### src/rtl/bus_target_memory_pkg.sv
`default_nettype none
// ============================================================================
//  Module      : bus_target_memory_pkg
//  Description : Shared bus widths, beat-count width and FSM state encodings
//                for the bus target memory.
//  Revision    : 1.0 - initial release
// ============================================================================
package bus_target_memory_pkg;

    localparam int DATA_W  = 32;   // address/data bus width
    localparam int BE_W    = 4;    // byte-lane count
    localparam int BURST_W = 8;    // burst_size field (beats - 1)
    localparam int BEAT_W  = 9;    // holds 1..256 beats

    typedef enum logic [2:0] {
        ST_IDLE     = 3'd0,
        ST_WRITE    = 3'd1,
        ST_READ     = 3'd2,
        ST_READ_END = 3'd3,
        ST_ERROR    = 3'd4
    } state_t;

endpackage
`default_nettype wire

### src/rtl/bus_target_memory_if.sv
`default_nettype none
// ============================================================================
//  Module      : bus_target_memory_if
//  Description : Shared transaction bus. The initiator (DMA) drives the *IN
//                signals, the target drives the *OUT signals (wired-OR, so a
//                target drives 0 whenever it is not asserting).
//  Revision    : 1.0 - initial release
// ============================================================================
interface bus_target_memory_if;
    import bus_target_memory_pkg::*;

    logic [DATA_W-1:0]  address_dataIN;
    logic [BE_W-1:0]    byte_enableIN;
    logic [BURST_W-1:0] burst_sizeIN;
    logic               read_n_writeIN;
    logic               begin_transactionIN;
    logic               end_transactionIN;
    logic               data_validIN;
    logic               busyIN;

    logic [DATA_W-1:0]  address_dataOUT;
    logic               end_transactionOUT;
    logic               data_validOUT;
    logic               busyOUT;
    logic               errorOUT;

    modport master (
        output address_dataIN, byte_enableIN, burst_sizeIN, read_n_writeIN,
               begin_transactionIN, end_transactionIN, data_validIN, busyIN,
        input  address_dataOUT, end_transactionOUT, data_validOUT, busyOUT,
               errorOUT
    );

    modport slave (
        input  address_dataIN, byte_enableIN, burst_sizeIN, read_n_writeIN,
               begin_transactionIN, end_transactionIN, data_validIN, busyIN,
        output address_dataOUT, end_transactionOUT, data_validOUT, busyOUT,
               errorOUT
    );

endinterface
`default_nettype wire

### src/rtl/bus_target_memory_skid.sv
`default_nettype none
// ============================================================================
//  Module      : bus_target_memory_skid
//  Description : Two-entry read-beat buffer. Entry 0 is the head presented
//                on the bus; push and pop may occur in the same cycle.
//  Revision    : 1.0 - initial release
// ============================================================================
module bus_target_memory_skid
    import bus_target_memory_pkg::*;
(
    input  wire logic              clk,
    input  wire logic              rst_n,
    input  wire logic              push_i,
    input  wire logic [DATA_W-1:0] data_i,
    input  wire logic              pop_i,
    input  wire logic              flush_i,
    output logic                   valid_o,
    output logic [DATA_W-1:0]      data_o,
    output logic [1:0]             count_o
);

    logic [DATA_W-1:0] ent0_q;
    logic [DATA_W-1:0] ent1_q;
    logic [1:0]        cnt_q;

    // Shift-register storage: a pop moves entry 1 into the head slot
    always_ff @(posedge clk or negedge rst_n) begin
        if (!rst_n) begin
            ent0_q <= '0;
            ent1_q <= '0;
            cnt_q  <= 2'd0;
        end else if (flush_i) begin
            cnt_q <= 2'd0;
        end else begin
            case ({push_i, pop_i})
                2'b10: begin
                    if (cnt_q == 2'd0) ent0_q <= data_i;
                    else               ent1_q <= data_i;
                    cnt_q <= cnt_q + 2'd1;
                end
                2'b01: begin
                    ent0_q <= ent1_q;
                    cnt_q  <= cnt_q - 2'd1;
                end
                2'b11: begin
                    if (cnt_q == 2'd1) begin
                        ent0_q <= data_i;
                    end else begin
                        ent0_q <= ent1_q;
                        ent1_q <= data_i;
                    end
                end
                default: ;
            endcase
        end
    end

    assign valid_o = (cnt_q != 2'd0);
    assign data_o  = ent0_q;
    assign count_o = cnt_q;

endmodule
`default_nettype wire

### src/rtl/bus_target_memory.sv
`default_nettype none
// ============================================================================
//  Module      : bus_target_memory
//  Description : Bus target serving single/burst reads and writes from a
//                1-cycle-latency word memory inside a fixed address window.
//  Revision    : 1.0 - initial release
// ============================================================================
module bus_target_memory
    import bus_target_memory_pkg::*;
#(
    parameter logic [31:0] BASE_ADDRESS = 32'h5000_0000,
    parameter int          ADDR_BITS    = 9
) (
    input  wire logic                 clk,
    input  wire logic                 rst_n,
    bus_target_memory_if.slave        bus,
    output logic [ADDR_BITS-1:0]      memAddress,
    output logic                      memWriteEnable,
    output logic [BE_W-1:0]           memByteEnable,
    output logic [DATA_W-1:0]         memDataIn,
    input  wire logic [DATA_W-1:0]    memDataOut
);

    localparam int SUM_W = ((ADDR_BITS > BURST_W) ? ADDR_BITS : BURST_W) + 1;

    state_t               state_q;
    logic [ADDR_BITS-1:0] word_q;
    logic [BE_W-1:0]      be_q;
    logic [BEAT_W-1:0]    fetch_left_q;   // beats still to fetch / write
    logic [BEAT_W-1:0]    cons_left_q;    // read beats still to hand over
    logic                 inflight_q;     // memDataOut carries a beat this cycle

    logic                 hit;
    logic                 overrun;
    logic [ADDR_BITS-1:0] start_word;
    logic [SUM_W-1:0]     last_word;
    logic                 in_read;
    logic                 pres_valid;
    logic [DATA_W-1:0]    pres_data;
    logic                 consume;
    logic                 issue;
    logic                 wr_fire;
    logic [1:0]           occ;
    logic [1:0]           occ_after;
    logic                 sk_valid;
    logic [DATA_W-1:0]    sk_data;
    logic [1:0]           sk_cnt;
    logic                 sk_push;
    logic                 sk_pop;
    logic                 sk_flush;

    // Window decode and burst-overrun check on the begin cycle
    always_comb begin
        start_word = bus.address_dataIN[ADDR_BITS+1:2];
        hit        = bus.begin_transactionIN &&
                     (bus.address_dataIN[31:ADDR_BITS+2] == BASE_ADDRESS[31:ADDR_BITS+2]);
        last_word  = SUM_W'(start_word) + SUM_W'(bus.burst_sizeIN);
        overrun    = (last_word > SUM_W'(2**ADDR_BITS - 1));
    end

    // Read beat hand-over and prefetch throttling: beats held in the skid
    // buffer plus the one in flight never exceed two
    always_comb begin
        in_read    = (state_q == ST_READ);
        pres_valid = in_read && (sk_valid || inflight_q);
        pres_data  = sk_valid ? sk_data : memDataOut;
        consume    = pres_valid && !bus.busyIN;
        occ        = sk_cnt + {1'b0, inflight_q};
        occ_after  = occ - {1'b0, consume};
        issue      = in_read && !bus.end_transactionIN &&
                     (fetch_left_q != '0) && (occ_after <= 2'd1);
        sk_push    = in_read && inflight_q && !(!sk_valid && consume);
        sk_pop     = sk_valid && consume;
        sk_flush   = in_read && bus.end_transactionIN;
        wr_fire    = (state_q == ST_WRITE) && bus.data_validIN && (fetch_left_q != '0);
    end

    bus_target_memory_skid u_skid (
        .clk     (clk),
        .rst_n   (rst_n),
        .push_i  (sk_push),
        .data_i  (memDataOut),
        .pop_i   (sk_pop),
        .flush_i (sk_flush),
        .valid_o (sk_valid),
        .data_o  (sk_data),
        .count_o (sk_cnt)
    );

    // Transaction FSM with beat counters and word pointer
    always_ff @(posedge clk or negedge rst_n) begin
        if (!rst_n) begin
            state_q      <= ST_IDLE;
            word_q       <= '0;
            be_q         <= '0;
            fetch_left_q <= '0;
            cons_left_q  <= '0;
            inflight_q   <= 1'b0;
        end else begin
            inflight_q <= 1'b0;
            case (state_q)
                ST_IDLE: begin
                    if (hit) begin
                        word_q       <= start_word;
                        be_q         <= bus.byte_enableIN;
                        fetch_left_q <= {1'b0, bus.burst_sizeIN} + BEAT_W'(1);
                        cons_left_q  <= {1'b0, bus.burst_sizeIN} + BEAT_W'(1);
                        if (overrun)                 state_q <= ST_ERROR;
                        else if (bus.read_n_writeIN) state_q <= ST_READ;
                        else                         state_q <= ST_WRITE;
                    end
                end
                ST_WRITE: begin
                    if (wr_fire) begin
                        word_q       <= word_q + ADDR_BITS'(1);
                        fetch_left_q <= fetch_left_q - BEAT_W'(1);
                    end
                    if (bus.end_transactionIN) state_q <= ST_IDLE;
                end
                ST_READ: begin
                    inflight_q <= issue;
                    if (issue) begin
                        word_q       <= word_q + ADDR_BITS'(1);
                        fetch_left_q <= fetch_left_q - BEAT_W'(1);
                    end
                    if (consume) cons_left_q <= cons_left_q - BEAT_W'(1);
                    if (bus.end_transactionIN) begin
                        state_q    <= ST_IDLE;
                        inflight_q <= 1'b0;
                    end else if (consume && (cons_left_q == BEAT_W'(1))) begin
                        state_q <= ST_READ_END;
                    end
                end
                ST_READ_END: state_q <= ST_IDLE;
                ST_ERROR:    state_q <= ST_IDLE;
                default:     state_q <= ST_IDLE;
            endcase
        end
    end

    // Memory port: write path is combinational from the bus beat
    assign memWriteEnable = wr_fire;
    assign memAddress     = (wr_fire || issue) ? word_q : '0;
    assign memByteEnable  = wr_fire ? be_q : '0;
    assign memDataIn      = wr_fire ? bus.address_dataIN : '0;

    // Bus outputs are forced to 0 whenever not asserted (wired-OR bus)
    assign bus.data_validOUT      = pres_valid;
    assign bus.address_dataOUT    = pres_valid ? pres_data : '0;
    assign bus.end_transactionOUT = (state_q == ST_READ_END) || (state_q == ST_ERROR);
    assign bus.errorOUT           = (state_q == ST_ERROR);
    assign bus.busyOUT            = 1'b0;

endmodule
`default_nettype wire

### src/flat_wrapper.sv
// flat-port wrapper written by rule: the top's interface ports become plain ports
module bus_target_memory_flat import bus_target_memory_pkg::*;
#(
    parameter logic [31:0] BASE_ADDRESS = 32'h5000_0000,
    parameter int          ADDR_BITS    = 9
)
  (clk, rst_n, memAddress, memWriteEnable, memByteEnable, memDataIn, memDataOut, bus_address_dataIN, bus_byte_enableIN, bus_burst_sizeIN, bus_read_n_writeIN, bus_begin_transactionIN, bus_end_transactionIN, bus_data_validIN, bus_busyIN, bus_address_dataOUT, bus_end_transactionOUT, bus_data_validOUT, bus_busyOUT, bus_errorOUT);
  bus_target_memory_if bus_i ();
  input  wire logic clk;
  input  wire logic rst_n;
  output logic [ADDR_BITS-1:0] memAddress;
  output logic memWriteEnable;
  output logic [BE_W-1:0] memByteEnable;
  output logic [DATA_W-1:0] memDataIn;
  input  wire logic [DATA_W-1:0] memDataOut;
  input wire logic [$bits(bus_i.address_dataIN)-1:0] bus_address_dataIN;
  input wire logic [$bits(bus_i.byte_enableIN)-1:0] bus_byte_enableIN;
  input wire logic [$bits(bus_i.burst_sizeIN)-1:0] bus_burst_sizeIN;
  input wire logic [$bits(bus_i.read_n_writeIN)-1:0] bus_read_n_writeIN;
  input wire logic [$bits(bus_i.begin_transactionIN)-1:0] bus_begin_transactionIN;
  input wire logic [$bits(bus_i.end_transactionIN)-1:0] bus_end_transactionIN;
  input wire logic [$bits(bus_i.data_validIN)-1:0] bus_data_validIN;
  input wire logic [$bits(bus_i.busyIN)-1:0] bus_busyIN;
  output wire logic [$bits(bus_i.address_dataOUT)-1:0] bus_address_dataOUT;
  output wire logic [$bits(bus_i.end_transactionOUT)-1:0] bus_end_transactionOUT;
  output wire logic [$bits(bus_i.data_validOUT)-1:0] bus_data_validOUT;
  output wire logic [$bits(bus_i.busyOUT)-1:0] bus_busyOUT;
  output wire logic [$bits(bus_i.errorOUT)-1:0] bus_errorOUT;
  assign bus_i.address_dataIN = bus_address_dataIN;
  assign bus_i.byte_enableIN = bus_byte_enableIN;
  assign bus_i.burst_sizeIN = bus_burst_sizeIN;
  assign bus_i.read_n_writeIN = bus_read_n_writeIN;
  assign bus_i.begin_transactionIN = bus_begin_transactionIN;
  assign bus_i.end_transactionIN = bus_end_transactionIN;
  assign bus_i.data_validIN = bus_data_validIN;
  assign bus_i.busyIN = bus_busyIN;
  assign bus_address_dataOUT = bus_i.address_dataOUT;
  assign bus_end_transactionOUT = bus_i.end_transactionOUT;
  assign bus_data_validOUT = bus_i.data_validOUT;
  assign bus_busyOUT = bus_i.busyOUT;
  assign bus_errorOUT = bus_i.errorOUT;
  bus_target_memory #(.BASE_ADDRESS(BASE_ADDRESS), .ADDR_BITS(ADDR_BITS)) u_core (.clk(clk), .rst_n(rst_n), .bus(bus_i), .memAddress(memAddress), .memWriteEnable(memWriteEnable), .memByteEnable(memByteEnable), .memDataIn(memDataIn), .memDataOut(memDataOut));
endmodule
### config.mk
export PLATFORM = sky130hd
export DESIGN_NAME = bus_target_memory_flat
export DESIGN_NICKNAME = d
export VERILOG_FILES = /design/src/rtl/bus_target_memory_pkg.sv /design/src/rtl/bus_target_memory_if.sv /design/src/rtl/bus_target_memory_skid.sv /design/src/rtl/bus_target_memory.sv /design/src/flat_wrapper.sv
export SDC_FILE = /design/constraint.sdc
export NUM_CORES = 1
export LEC_CHECK = 0
export CORE_MARGIN = 1.5
export CORE_UTILIZATION = 45
export CTS_BUF_LIST = sky130_fd_sc_hd__clkbuf_4
export CTS_CLUSTER_SIZE = 12
export DETAILED_ROUTE_END_ITERATION = 8
export PLACE_DENSITY = 0.88
export SYNTH_ARGS = -nofsm -noshare
export SYNTH_HDL_FRONTEND = slang
export SYNTH_HIERARCHICAL = 1
export SYNTH_SLANG_ARGS = --single-unit
### constraint.sdc
create_clock -name clk -period 3.2 [get_ports clk]
set_input_delay 0.32 -clock clk [delete_from_list [all_inputs] [get_ports clk]]
set_output_delay 0.32 -clock clk [all_outputs]
set_load 0.02 [all_outputs]
==> key figures <==
Run status
  – Outcome: finished, final reports clean

Clock tree
  – Hold Buf Count CTS: 0
  – Latest clock arrival within the worst-skew pair: 0.45 ns
  – Clock-pin transition on the worst setup and hold timing paths: 0.17 ns
  – Root buffer cell: clkbuf_4
  – Total clock sinks: 101
  – CTS tree: built
  – Total clock buffers created by CTS: 9
  – CTS max path bufs: 2
  – H-tree lvl count: 3

Floorplanning
  – Row count: 43
  – I/O pin total: 165
  – Die area: 15200 um^2
  – Starting Density: 46.5%
  – Core Area: 14000 um^2
  – Chip height: 123 um
  – Die width: 123 um

GRT
  – Total grt overflow: 0
  – First-pass GRT wire length: 25800 um
  – Initial antenna violation count: 0
  – Largest net degree at the start of global routing: 85
  – Vias in the first global route: 5225
  – Total Routing Usage GR: 21.6%

Worst hold path
  – Worst hold path type: in -> async

Worst setup path
  – WP data required: 2.88 ns
  – Critical Path End Type: output pin
  – Reg2reg path depth: 8
  – Crit path kind: reg -> out
  – CP max FO: 37
  – CP arrival: 2.73 ns
  – CP Launch Type: flop

Final layout
  – Area grow syn2layout: 30.9%
  – Filler Cells Inserted: 1150
  – Commonest non-fill, non-tap cell in the layout: clkdlybuf4s50_1
  – Share of layout cells above drive strength 1: 23.8%
  – Most frequent cells in the layout: clkdlybuf4s50_1, dfrtp_1, mux2_2
  – Fin nets: 881
  – Finished Core Util: 60.8%

Route
  – Via density: 5.61
  – Pre-Repair DR Iteration Count: 5
  – Routed Antenna Nets: 0
  – Vias: 5431
  – DRT iter0 DRCs: 486
  – Final wirelength: 16200 um
  – DR WL/cell: 16.7 um
  – DRC violations left: 0

Flow run
  – Maxcap violations: 0

Timing
  – Clock skew: 0.0178 ns
  – Fmax: 328 MHz
  – Worst slew margin: 27.0%
  – Final period utilization: 95.3%
  – Final setup viols: 0
  – Fin Hold WS: 0.0280 ns
  – Hold Violations, Final: 0
  – Slew Viols, Final: 0
  – Minimum clock period: 3.05 ns
  – Least-Margin Pin Slew: 1.09 ns

Power and ir drop
  – Final Power: 2.74 mW
  – Worst ir drop on vdd: 174 uV
  – Pleak: 3.97 nW
  – PD cells: 322 nW/um^2

Synthesis
  – Flop and latch count out of synthesis: 101
  – Synth area leader: dfrtp_1
  – Top cells by area, synth: dfrtp_1, mux2_2, mux2_4
  – Synth top area share: 38.9%
  – Cell variety after synth: 64
  – Syn Area/Cell: 10.6 um^2
  – Number of flops mapped to enable cells by yosys: 0
  – Syn. warnings: 6
  – Syn Inst Count: 616
  – Mapped cell area: 6500 um^2
  – Sequential share of the synthesized area: 38.9%
  – Mapped Nets: 715
  – Predominant post-synthesis flop cell: dfrtp_1
  – Asr flop ratio synth: 100%

Placement
  – HPWL after DPL: 11200 um
  – Routability cong.: 0.884
  – IO Port Bufs: 163
-- power breakdown --
part           internal [mW]  leakage (nW)  switching [mW]
Clock                  0.173        0.0682           0.465
Sequential              1.38          1.32          0.0965
Combinational          0.345          2.58           0.276
-- through the flow --
step           area (um^2)  setup WS, ns  TNS (ns)  instances
4_1_cts               8500       -0.0174   -0.0229        961
5_1_grt               8510      -0.00439   -0.0159        967
2_1_floorplan         6500        0.0636         0        616
3_5_place_dp          8370       -0.0393   -0.0793        943
3_3_place_gp          8370        0.0461         0        943
6_report              8510         0.150         0        968
-- critical path, stage by stage, from the launching register on --
cell           delay [ns]
dfrtp_1              0.45
inv_1                0.07
ha_1                 0.21
or4b_4               0.54
nor2_4               0.20
nor2_2               0.11
buf_6                0.19
and2_1               0.17
dlygate4sd2_1        0.32
-- routing by layer --
| layer | track usage [%] | up-vias | wire (um) |
|---|---|---|---|
| met5 | 0 | - | 0 |
| met4 | 6.97 | 0 | 345 |
| met3 | 5.03 | 27 | 1290 |
| met2 | 35.5 | 276 | 7590 |
| met1 | 28.3 | 2578 | 6930 |
| li1 | - | 2550 | - |
-- path summary, 6_finish.rpt --
kind                                     startpoint                        to  slack (ns)
max reg2reg                u_core/u_skid/count_o[1]  u_core/u_skid/ent1_q[15]        0.36
min                                           rst_n   u_core/u_skid/ent1_q[5]        0.03
min reg2reg                u_core/u_skid/ent1_q[28]  u_core/u_skid/ent1_q[28]        0.51
min in group clk               bus_byte_enableIN[1]            u_core/be_q[1]        0.48
max in group asynchronous                     rst_n  u_core/u_skid/data_o[25]        2.34
max                          u_core/fetch_left_q[0]             memDataIn[25]        0.15
-- logic make-up after synthesis --
logic type               Yosys count  share of synthesized area, %
multiplexers                     137                          25.0
adder cells (fa/ha/maj)           16                          3.08
flip-flops                       101                          38.9
AND/OR/NAND/NOR                  201                          16.4
XOR/XNOR                          11                          1.48
other                              1                        0.0577
buffers and inverters             56                          4.16
AO/OA/AOI/OAI                     93                          11.0
-- state kept, by name (all words and copies together) (netlist names) --
register               count
u_core/u_skid/data_o      32
u_core/u_skid/ent1_q      32
u_core/cons_left_q         9
u_core/fetch_left_q        9
u_core/word_q              9
u_core/be_q                4
u_core/state_q             3
u_core/u_skid/count_o      2
u_core/inflight_q          1
-- layout make-up --
class / count / area [um^2] / share of cell area (%)
timing repair buffer: 193 / 1810 / 21.3
sequential: 101 / 2530 / 29.7
inverter: 17 / 63.8 / 0.750
antenna: 1 / 2.50 / 0.0294
clock inverter: 7 / 56.3 / 0.662
clock buffer: 9 / 67.6 / 0.794
tap: 180 / 225 / 2.65
multi-input combinational: 460 / 3760 / 44.1
-- cell usage after synthesis (5+ instances only) --
cell       count
nand2_1       38
o22ai_1       10
a22o_1         5
a21oi_1       14
inv_1         17
mux2_4        33
a41oi_1        8
nor2b_1       11
clkbuf_1      16
buf_2         15
nor3_1        10
nand4_1        8
nor3b_1        5
nand3_1       12
xnor2_1        8
mux2i_1       35
o2bb2ai_1      5
ha_1          16
nor2_1        49
a22oi_1        5
mux2_2        67
buf_6          5
nor4_1         7
and2_1        38
dfrtp_1      101
o21ai_0       14
-- repair_timing --
action | in CTS | in global routing
setup endpoints to repair | 79 | 78
pin swaps | 2 | 2
gates resized for setup | 68 | 19
gates cloned | 0 | 1
setup buffers | 2 | 5
No activity file was read; power rests on OpenSTA's default activity.
